`src/rtl/hamming_serial_rx_pkg.sv`:
```
// Shared types and constants for the serial Hamming(7,4) receiver.
// Code bit c[i-1] carries Hamming position i (p1,p2,d1,p3,d2,d3,d4).
package hamming_serial_rx_pkg;

    typedef enum logic [1:0] {
        ST_IDLE      = 2'd0,
        ST_DATA      = 2'd1,
        ST_STOP      = 2'd2,
        ST_WAIT_IDLE = 2'd3
    } rx_state_t;

    localparam int CODE_LEN = 7;
    localparam int DATA_W   = 4;

    localparam int D1_IDX = 2;
    localparam int D2_IDX = 4;
    localparam int D3_IDX = 5;
    localparam int D4_IDX = 6;

    function automatic logic [2:0] calc_syndrome(input logic [CODE_LEN-1:0] code);
        logic s1;
        logic s2;
        logic s3;
        s1 = code[0] ^ code[2] ^ code[4] ^ code[6];
        s2 = code[1] ^ code[2] ^ code[5] ^ code[6];
        s3 = code[3] ^ code[4] ^ code[5] ^ code[6];
        return {s3, s2, s1};
    endfunction

endpackage

```
`src/rtl/hamming_serial_rx_syndrome.sv`:
```
// Combinational Hamming(7,4) single-error correction: syndrome, fixed code
// word and extracted data nibble.
module hamm_syndrome
    import hamming_serial_rx_pkg::*;
(
    input  logic [CODE_LEN-1:0] code,
    output logic [DATA_W-1:0]   data,
    output logic [2:0]          syndrome,
    output logic                corrected
);

    logic [CODE_LEN-1:0] fixed_s;

    // The syndrome names the erroneous position directly (0 means clean).
    always_comb begin
        syndrome  = calc_syndrome(code);
        corrected = (syndrome != 3'd0);
        for (int i = 0; i < CODE_LEN; i++) begin
            fixed_s[i] = code[i] ^ (syndrome == 3'(i + 1));
        end
        data = {fixed_s[D4_IDX], fixed_s[D3_IDX], fixed_s[D2_IDX], fixed_s[D1_IDX]};
    end

endmodule

```
`src/rtl/hamming_serial_rx.sv`:
```
// Serial Hamming(7,4) frame receiver with single-entry output buffer,
// overrun/framing pulses and saturating error counters.
module hamming_serial_rx
    import hamming_serial_rx_pkg::*;
#(
    parameter int CNT_W = 8
) (
    input  logic             clk,
    input  logic             rst,
    input  logic             bit_en,
    input  logic             serial_in,
    output logic [3:0]       data_out,
    output logic             data_valid,
    input  logic             data_ready,
    output logic             corrected,
    output logic             frame_err,
    output logic             overrun,
    output logic [CNT_W-1:0] corr_cnt,
    output logic [CNT_W-1:0] ferr_cnt
);

    localparam logic [CNT_W-1:0] CNT_MAX = {CNT_W{1'b1}};
    localparam logic [CNT_W-1:0] CNT_ONE = {{(CNT_W-1){1'b0}}, 1'b1};

    rx_state_t           state_r;
    rx_state_t           state_next_s;
    logic [2:0]          bit_cnt_r;
    logic [CODE_LEN-1:0] code_r;
    logic [DATA_W-1:0]   data_out_r;
    logic                data_valid_r;
    logic                corrected_r;
    logic                frame_err_r;
    logic                overrun_r;
    logic [CNT_W-1:0]    corr_cnt_r;
    logic [CNT_W-1:0]    ferr_cnt_r;
    logic [DATA_W-1:0]   dec_data_s;
    logic [2:0]          dec_syn_s;
    logic                dec_corr_s;
    logic                word_done_s;
    logic                stop_err_s;
    logic                accept_s;
    logic                load_s;

    hamm_syndrome u_syndrome (
        .code      (code_r),
        .data      (dec_data_s),
        .syndrome  (dec_syn_s),
        .corrected (dec_corr_s)
    );

    assign accept_s = data_valid_r & data_ready;
    assign load_s   = word_done_s & (~data_valid_r | data_ready);

    // FSM next state plus stop-bit completion/error decode.
    always_comb begin
        state_next_s = state_r;
        word_done_s  = 1'b0;
        stop_err_s   = 1'b0;
        if (bit_en) begin
            case (state_r)
                ST_IDLE: begin
                    if (!serial_in) begin
                        state_next_s = ST_DATA;
                    end else begin
                        state_next_s = ST_IDLE;
                    end
                end
                ST_DATA: begin
                    if (bit_cnt_r == 3'(CODE_LEN - 1)) begin
                        state_next_s = ST_STOP;
                    end else begin
                        state_next_s = ST_DATA;
                    end
                end
                ST_STOP: begin
                    if (serial_in) begin
                        state_next_s = ST_IDLE;
                        word_done_s  = 1'b1;
                    end else begin
                        state_next_s = ST_WAIT_IDLE;
                        stop_err_s   = 1'b1;
                    end
                end
                ST_WAIT_IDLE: begin
                    if (serial_in) begin
                        state_next_s = ST_IDLE;
                    end else begin
                        state_next_s = ST_WAIT_IDLE;
                    end
                end
                default: begin
                    state_next_s = ST_IDLE;
                end
            endcase
        end else begin
            state_next_s = state_r;
        end
    end

    // FSM state register.
    always_ff @(posedge clk) begin
        if (rst) begin
            state_r <= ST_IDLE;
        end else begin
            state_r <= state_next_s;
        end
    end

    // Bit counter and code shift register, advanced only on strobes.
    always_ff @(posedge clk) begin
        if (rst) begin
            bit_cnt_r <= 3'd0;
            code_r    <= {CODE_LEN{1'b0}};
        end else if (bit_en) begin
            case (state_r)
                ST_IDLE: begin
                    bit_cnt_r <= 3'd0;
                end
                ST_DATA: begin
                    code_r[bit_cnt_r] <= serial_in;
                    bit_cnt_r         <= bit_cnt_r + 3'd1;
                end
                default: begin
                    bit_cnt_r <= bit_cnt_r;
                end
            endcase
        end else begin
            bit_cnt_r <= bit_cnt_r;
        end
    end

    // Output buffer, status pulses and saturating counters.
    always_ff @(posedge clk) begin
        if (rst) begin
            data_out_r   <= {DATA_W{1'b0}};
            data_valid_r <= 1'b0;
            corrected_r  <= 1'b0;
            frame_err_r  <= 1'b0;
            overrun_r    <= 1'b0;
            corr_cnt_r   <= {CNT_W{1'b0}};
            ferr_cnt_r   <= {CNT_W{1'b0}};
        end else begin
            frame_err_r <= stop_err_s;
            overrun_r   <= word_done_s & ~load_s;
            if (load_s) begin
                data_out_r   <= dec_data_s;
                corrected_r  <= dec_corr_s;
                data_valid_r <= 1'b1;
            end else if (accept_s) begin
                data_valid_r <= 1'b0;
            end else begin
                data_valid_r <= data_valid_r;
            end
            // Dropped words still count toward corrections.
            if (word_done_s && (dec_syn_s != 3'd0) && (corr_cnt_r != CNT_MAX)) begin
                corr_cnt_r <= corr_cnt_r + CNT_ONE;
            end else begin
                corr_cnt_r <= corr_cnt_r;
            end
            if (stop_err_s && (ferr_cnt_r != CNT_MAX)) begin
                ferr_cnt_r <= ferr_cnt_r + CNT_ONE;
            end else begin
                ferr_cnt_r <= ferr_cnt_r;
            end
        end
    end

    assign data_out   = data_out_r;
    assign data_valid = data_valid_r;
    assign corrected  = corrected_r;
    assign frame_err  = frame_err_r;
    assign overrun    = overrun_r;
    assign corr_cnt   = corr_cnt_r;
    assign ferr_cnt   = ferr_cnt_r;

endmodule

```
`config.mk`:
```
export PLATFORM = sky130hd
export DESIGN_NAME = hamming_serial_rx
export DESIGN_NICKNAME = d
export VERILOG_FILES = /design/src/rtl/hamming_serial_rx_pkg.sv /design/src/rtl/hamming_serial_rx_syndrome.sv /design/src/rtl/hamming_serial_rx.sv
export SDC_FILE = /design/constraint.sdc
export NUM_CORES = 1
export LEC_CHECK = 0
export BUFFER_PORTS_ARGS = -buffer_cell sky130_fd_sc_hd__buf_4
export CAP_MARGIN = 25
export CORE_MARGIN = 1
export CORE_UTILIZATION = 40
export CTS_CLUSTER_SIZE = 25
export DETAILED_ROUTE_END_ITERATION = 8
export PLACE_DENSITY = 0.67
export SYNTH_ARGS = -nofsm -noshare
export SYNTH_HDL_FRONTEND = slang
export SYNTH_SLANG_ARGS = --single-unit
export TNS_END_PERCENT = 20
```
`constraint.sdc`:
```
create_clock -name clk -period 2.4 [get_ports clk]
set_input_delay 0.12 -clock clk [delete_from_list [all_inputs] [get_ports clk]]
set_output_delay 0.12 -clock clk [all_outputs]
set_load 0.03 [all_outputs]
```
==> flow_metrics.env <==
export IMPL_end_kind="flop"
export IMPL_worst_slew_pin_slew_ns=0.521
export IMPL_dpl_cell_area_sq_mm=0.00231
export IMPL_grt_ovfl_total=0
export IMPL_final_layout_size_suffix_gt1_frac=0.199
export IMPL_syn_avg_cell_area_sq_um=8.66
export IMPL_status="complete, no violations"
export IMPL_areaGrowthSynthToFinish_pct=15.8
export IMPL_netlist_top_cells_area="dfxtp_1 (35%), xnor2_1 (4.6%), mux2i_1 (4.3%)"
export IMPL_hp_class="in -> reg"
export IMPL_synth_seq_area_share=0.347
export IMPL_clock_sinks=36
export IMPL_path_cells="xnor2_1, xor2_1, a211oi_2, buf_4, or4_1, a21oi_1"
export IMPL_critical_path_arrival_ns=2.40
export IMPL_clock_path_buffers=2
export IMPL_fmax_ghz=0.458
export IMPL_cp_max_fo=14
export IMPL_firstDrtPassIters=4
export IMPL_wl_met3_um=188
export IMPL_final_hold_violation_count=0
export IMPL_maxCapViolCount=0
export IMPL_rows=25
export IMPL_drv_slew=0
export IMPL_p_leak_uw=0.000890
export IMPL_peakVddDrop_v=0.000495
export IMPL_cts_buffers=5
export IMPL_cts_hold_buffers=0
export IMPL_timing_worst_setup_path_type="reg -> reg"
export IMPL_slew_headroom=0.652
export IMPL_crit_path_max_incr_delay_ns=0.60
export IMPL_setup_tns_ns=0
export IMPL_fin_crit_ns=2.18
export IMPL_crit_required_ns=2.62
export IMPL_grt_total_usage=0.153
export IMPL_synth_edff_count=0
export IMPL_initial_utilization=0.429
export IMPL_synth_distinct_cells=51
export IMPL_slowest_stage="dfxtp_1"
export IMPL_worst_r2r_startpoint="code_r[5]"
export IMPL_r2r_slack_ns=0.22
export IMPL_wl_per_cell_um=12.2
export IMPL_cts_tree="built"
export IMPL_grt_max_degree=29
export IMPL_wl_met1_um=2100
export IMPL_final_nets=275
export IMPL_vias_per_cell=5.40
export IMPL_place_congestion=0.822
export IMPL_rsz0062_at_grt="false"
export IMPL_yosysWarnings=0
export IMPL_grt_pass1_wl_um=6560
export IMPL_numPortBuffers=28
export IMPL_route_met2_wl_um=1750
export IMPL_dp_hpwl_um=2970
export IMPL_cts_setup_buffers=0
export IMPL_rr_endpoint="corr_cnt[5]"
export IMPL_drtIter0Drc=61
export IMPL_die_area_sq_mm=0.00549
export IMPL_cts_repair_resize_count=0
export IMPL_total_power_uw=1090
export IMPL_ios=29
export IMPL_coreArea_sq_mm=0.00485
export IMPL_wirelength_um=4080
export IMPL_reg2reg_depth=6
export IMPL_fin_skew_ns=0.00317
export IMPL_ys_ff_latch=36
export IMPL_startpoint_type="flop"
export IMPL_async_reset_ff_frac=0
export IMPL_insertion_delay_ns=0.28
export IMPL_worst_path_stages=6
export IMPL_yosys_area_top_type="dfxtp_1"
export IMPL_final_antenna_net_count=0
export IMPL_finalWorstSetupSlack_ns=0.218
export IMPL_finalInstanceArea_sq_mm=0.00241
export IMPL_cellPowerDensity_mw_per_mm2=451
export IMPL_via_count=1802
export IMPL_die_w_um=74.1
export IMPL_drc=0
export IMPL_nFillCells=461
export IMPL_synth_top_cell_area_share=0.347
export IMPL_die_height_um=74.1
export IMPL_grt_pass1_vias=1518
export IMPL_critPathCapture="corr_cnt[5]"
export IMPL_cts_root_buf="clkbuf_8"
export IMPL_worst_path_buf_inv=1
export IMPL_syn_area_sq_mm=0.00208
export IMPL_preCtsSetupSlack_ns=0.248
export IMPL_synthCells=240
export IMPL_setup_viol=0
export IMPL_routed_top_layer="met4"
export IMPL_antenna_found_initial=0
export IMPL_synth_ff_type="dfxtp_1"
export IMPL_path_clk_slew_ns=0.07
export IMPL_min_period_over_period=0.909
export IMPL_syn_nets=249
export IMPL_startpoint="code_r[5]"
export IMPL_h_tree_depth=2
export IMPL_critPathTopFamily="flip-flops"
export IMPL_antenna_cells=0
-- state kept, by name (all words and copies together), names as in the netlist --
signal and cells:
data_valid 1, corr_cnt 8, bit_cnt_r 3, frame_err 1, corrected 1, state_r 2
code_r 7, data_out 4, ferr_cnt 8, overrun 1
-- stage by stage --
stage | instances | utilization | hold WS (ns)
after floorplan | 240 | - | 0.268
after global placement | 326 | 0.477 | 0.422
after detailed placement | 326 | 0.477 | 0.431
after CTS | 334 | 0.497 | 0.134
after global routing | 334 | 0.497 | 0.161
final | 334 | 0.497 | 0.137
-- synthesized netlist by cell type, types with 4 or more instances --
cell / instances
a211oi_1: 4
a21oi_1: 14
buf_6: 6
clkbuf_1: 7
dfxtp_1: 36
ha_1: 4
inv_1: 5
mux2i_1: 9
nand2_1: 15
nand3_1: 9
nand3b_1: 5
nand4_1: 5
nor2_1: 23
nor3_1: 8
nor3b_1: 5
o21ai_0: 13
xnor2_1: 11
xor2_1: 7
-- worst min path at each step --
| stage | startpoint | cells past startpoint | to |
|---|---|---|---|
| 2_1_floorplan | bit_en | 2 | state_r[1] |
| 3_3_place_gp | bit_en | 3 | state_r[1] |
| 3_5_place_dp | bit_en | 3 | state_r[1] |
| 4_1_cts | bit_en | 3 | state_r[1] |
| 5_1_grt | bit_en | 3 | state_r[1] |
| 6_report | bit_en | 3 | state_r[1] |
-- placed cells by master (no fill, tap or decap), drive strengths merged, types with 6 or more instances in the layout --
cell    netlist  final
o21ai        13     13
mux2i         9      9
buf           8     34
xor2          8      8
nand2        15     15
nand3         9      9
nor2         23     23
dfxtp        36     36
xnor2        12     12
a21oi        14     14
clkbuf        7      6
nor3          8      8
-- logic make-up after synthesis --
kind of cell               share of synthesized area
and+or+nand+nor                                0.272
AOI/OAI and AO/OA                              0.158
DFF                                            0.347
xor gates and xnor gates                      0.0969
buffers and inverters                         0.0590
muxes                                         0.0433
adders and majority gates                     0.0241
-- power breakdown --
group          internal [uW]  switching [uW]
registers                599            5.18
logic                   14.5            23.6
clock network            229             215
-- layer usage --
metal	global-route usage	up-vias
met5	0	-
met4	0.0449	0
met3	0.0407	6
met2	0.248	42
met1	0.200	829
li1	-	925
-- cell type report --
| class | instances | area, sq um | share of cell area |
|---|---|---|---|
| repair buffers | 34 | 255 | 0.106 |
| inverters | 5 | 18.8 | 0.00780 |
| clock buffers | 6 | 82.6 | 0.0343 |
| multi-input cells | 184 | 1240 | 0.514 |
| flip-flops and latches | 36 | 721 | 0.299 |
| well taps | 67 | 83.8 | 0.0348 |
| clock inverters | 2 | 10.0 | 0.00416 |
-- worst register-to-register path, stage by stage (launching register included) --
cell,delay [ns]
dfxtp_1,0.60
xnor2_1,0.23
xor2_1,0.33
a211oi_2,0.12
buf_4,0.19
or4_1,0.50
a21oi_1,0.14
Note: power is estimated with default switching activity, not from simulation.
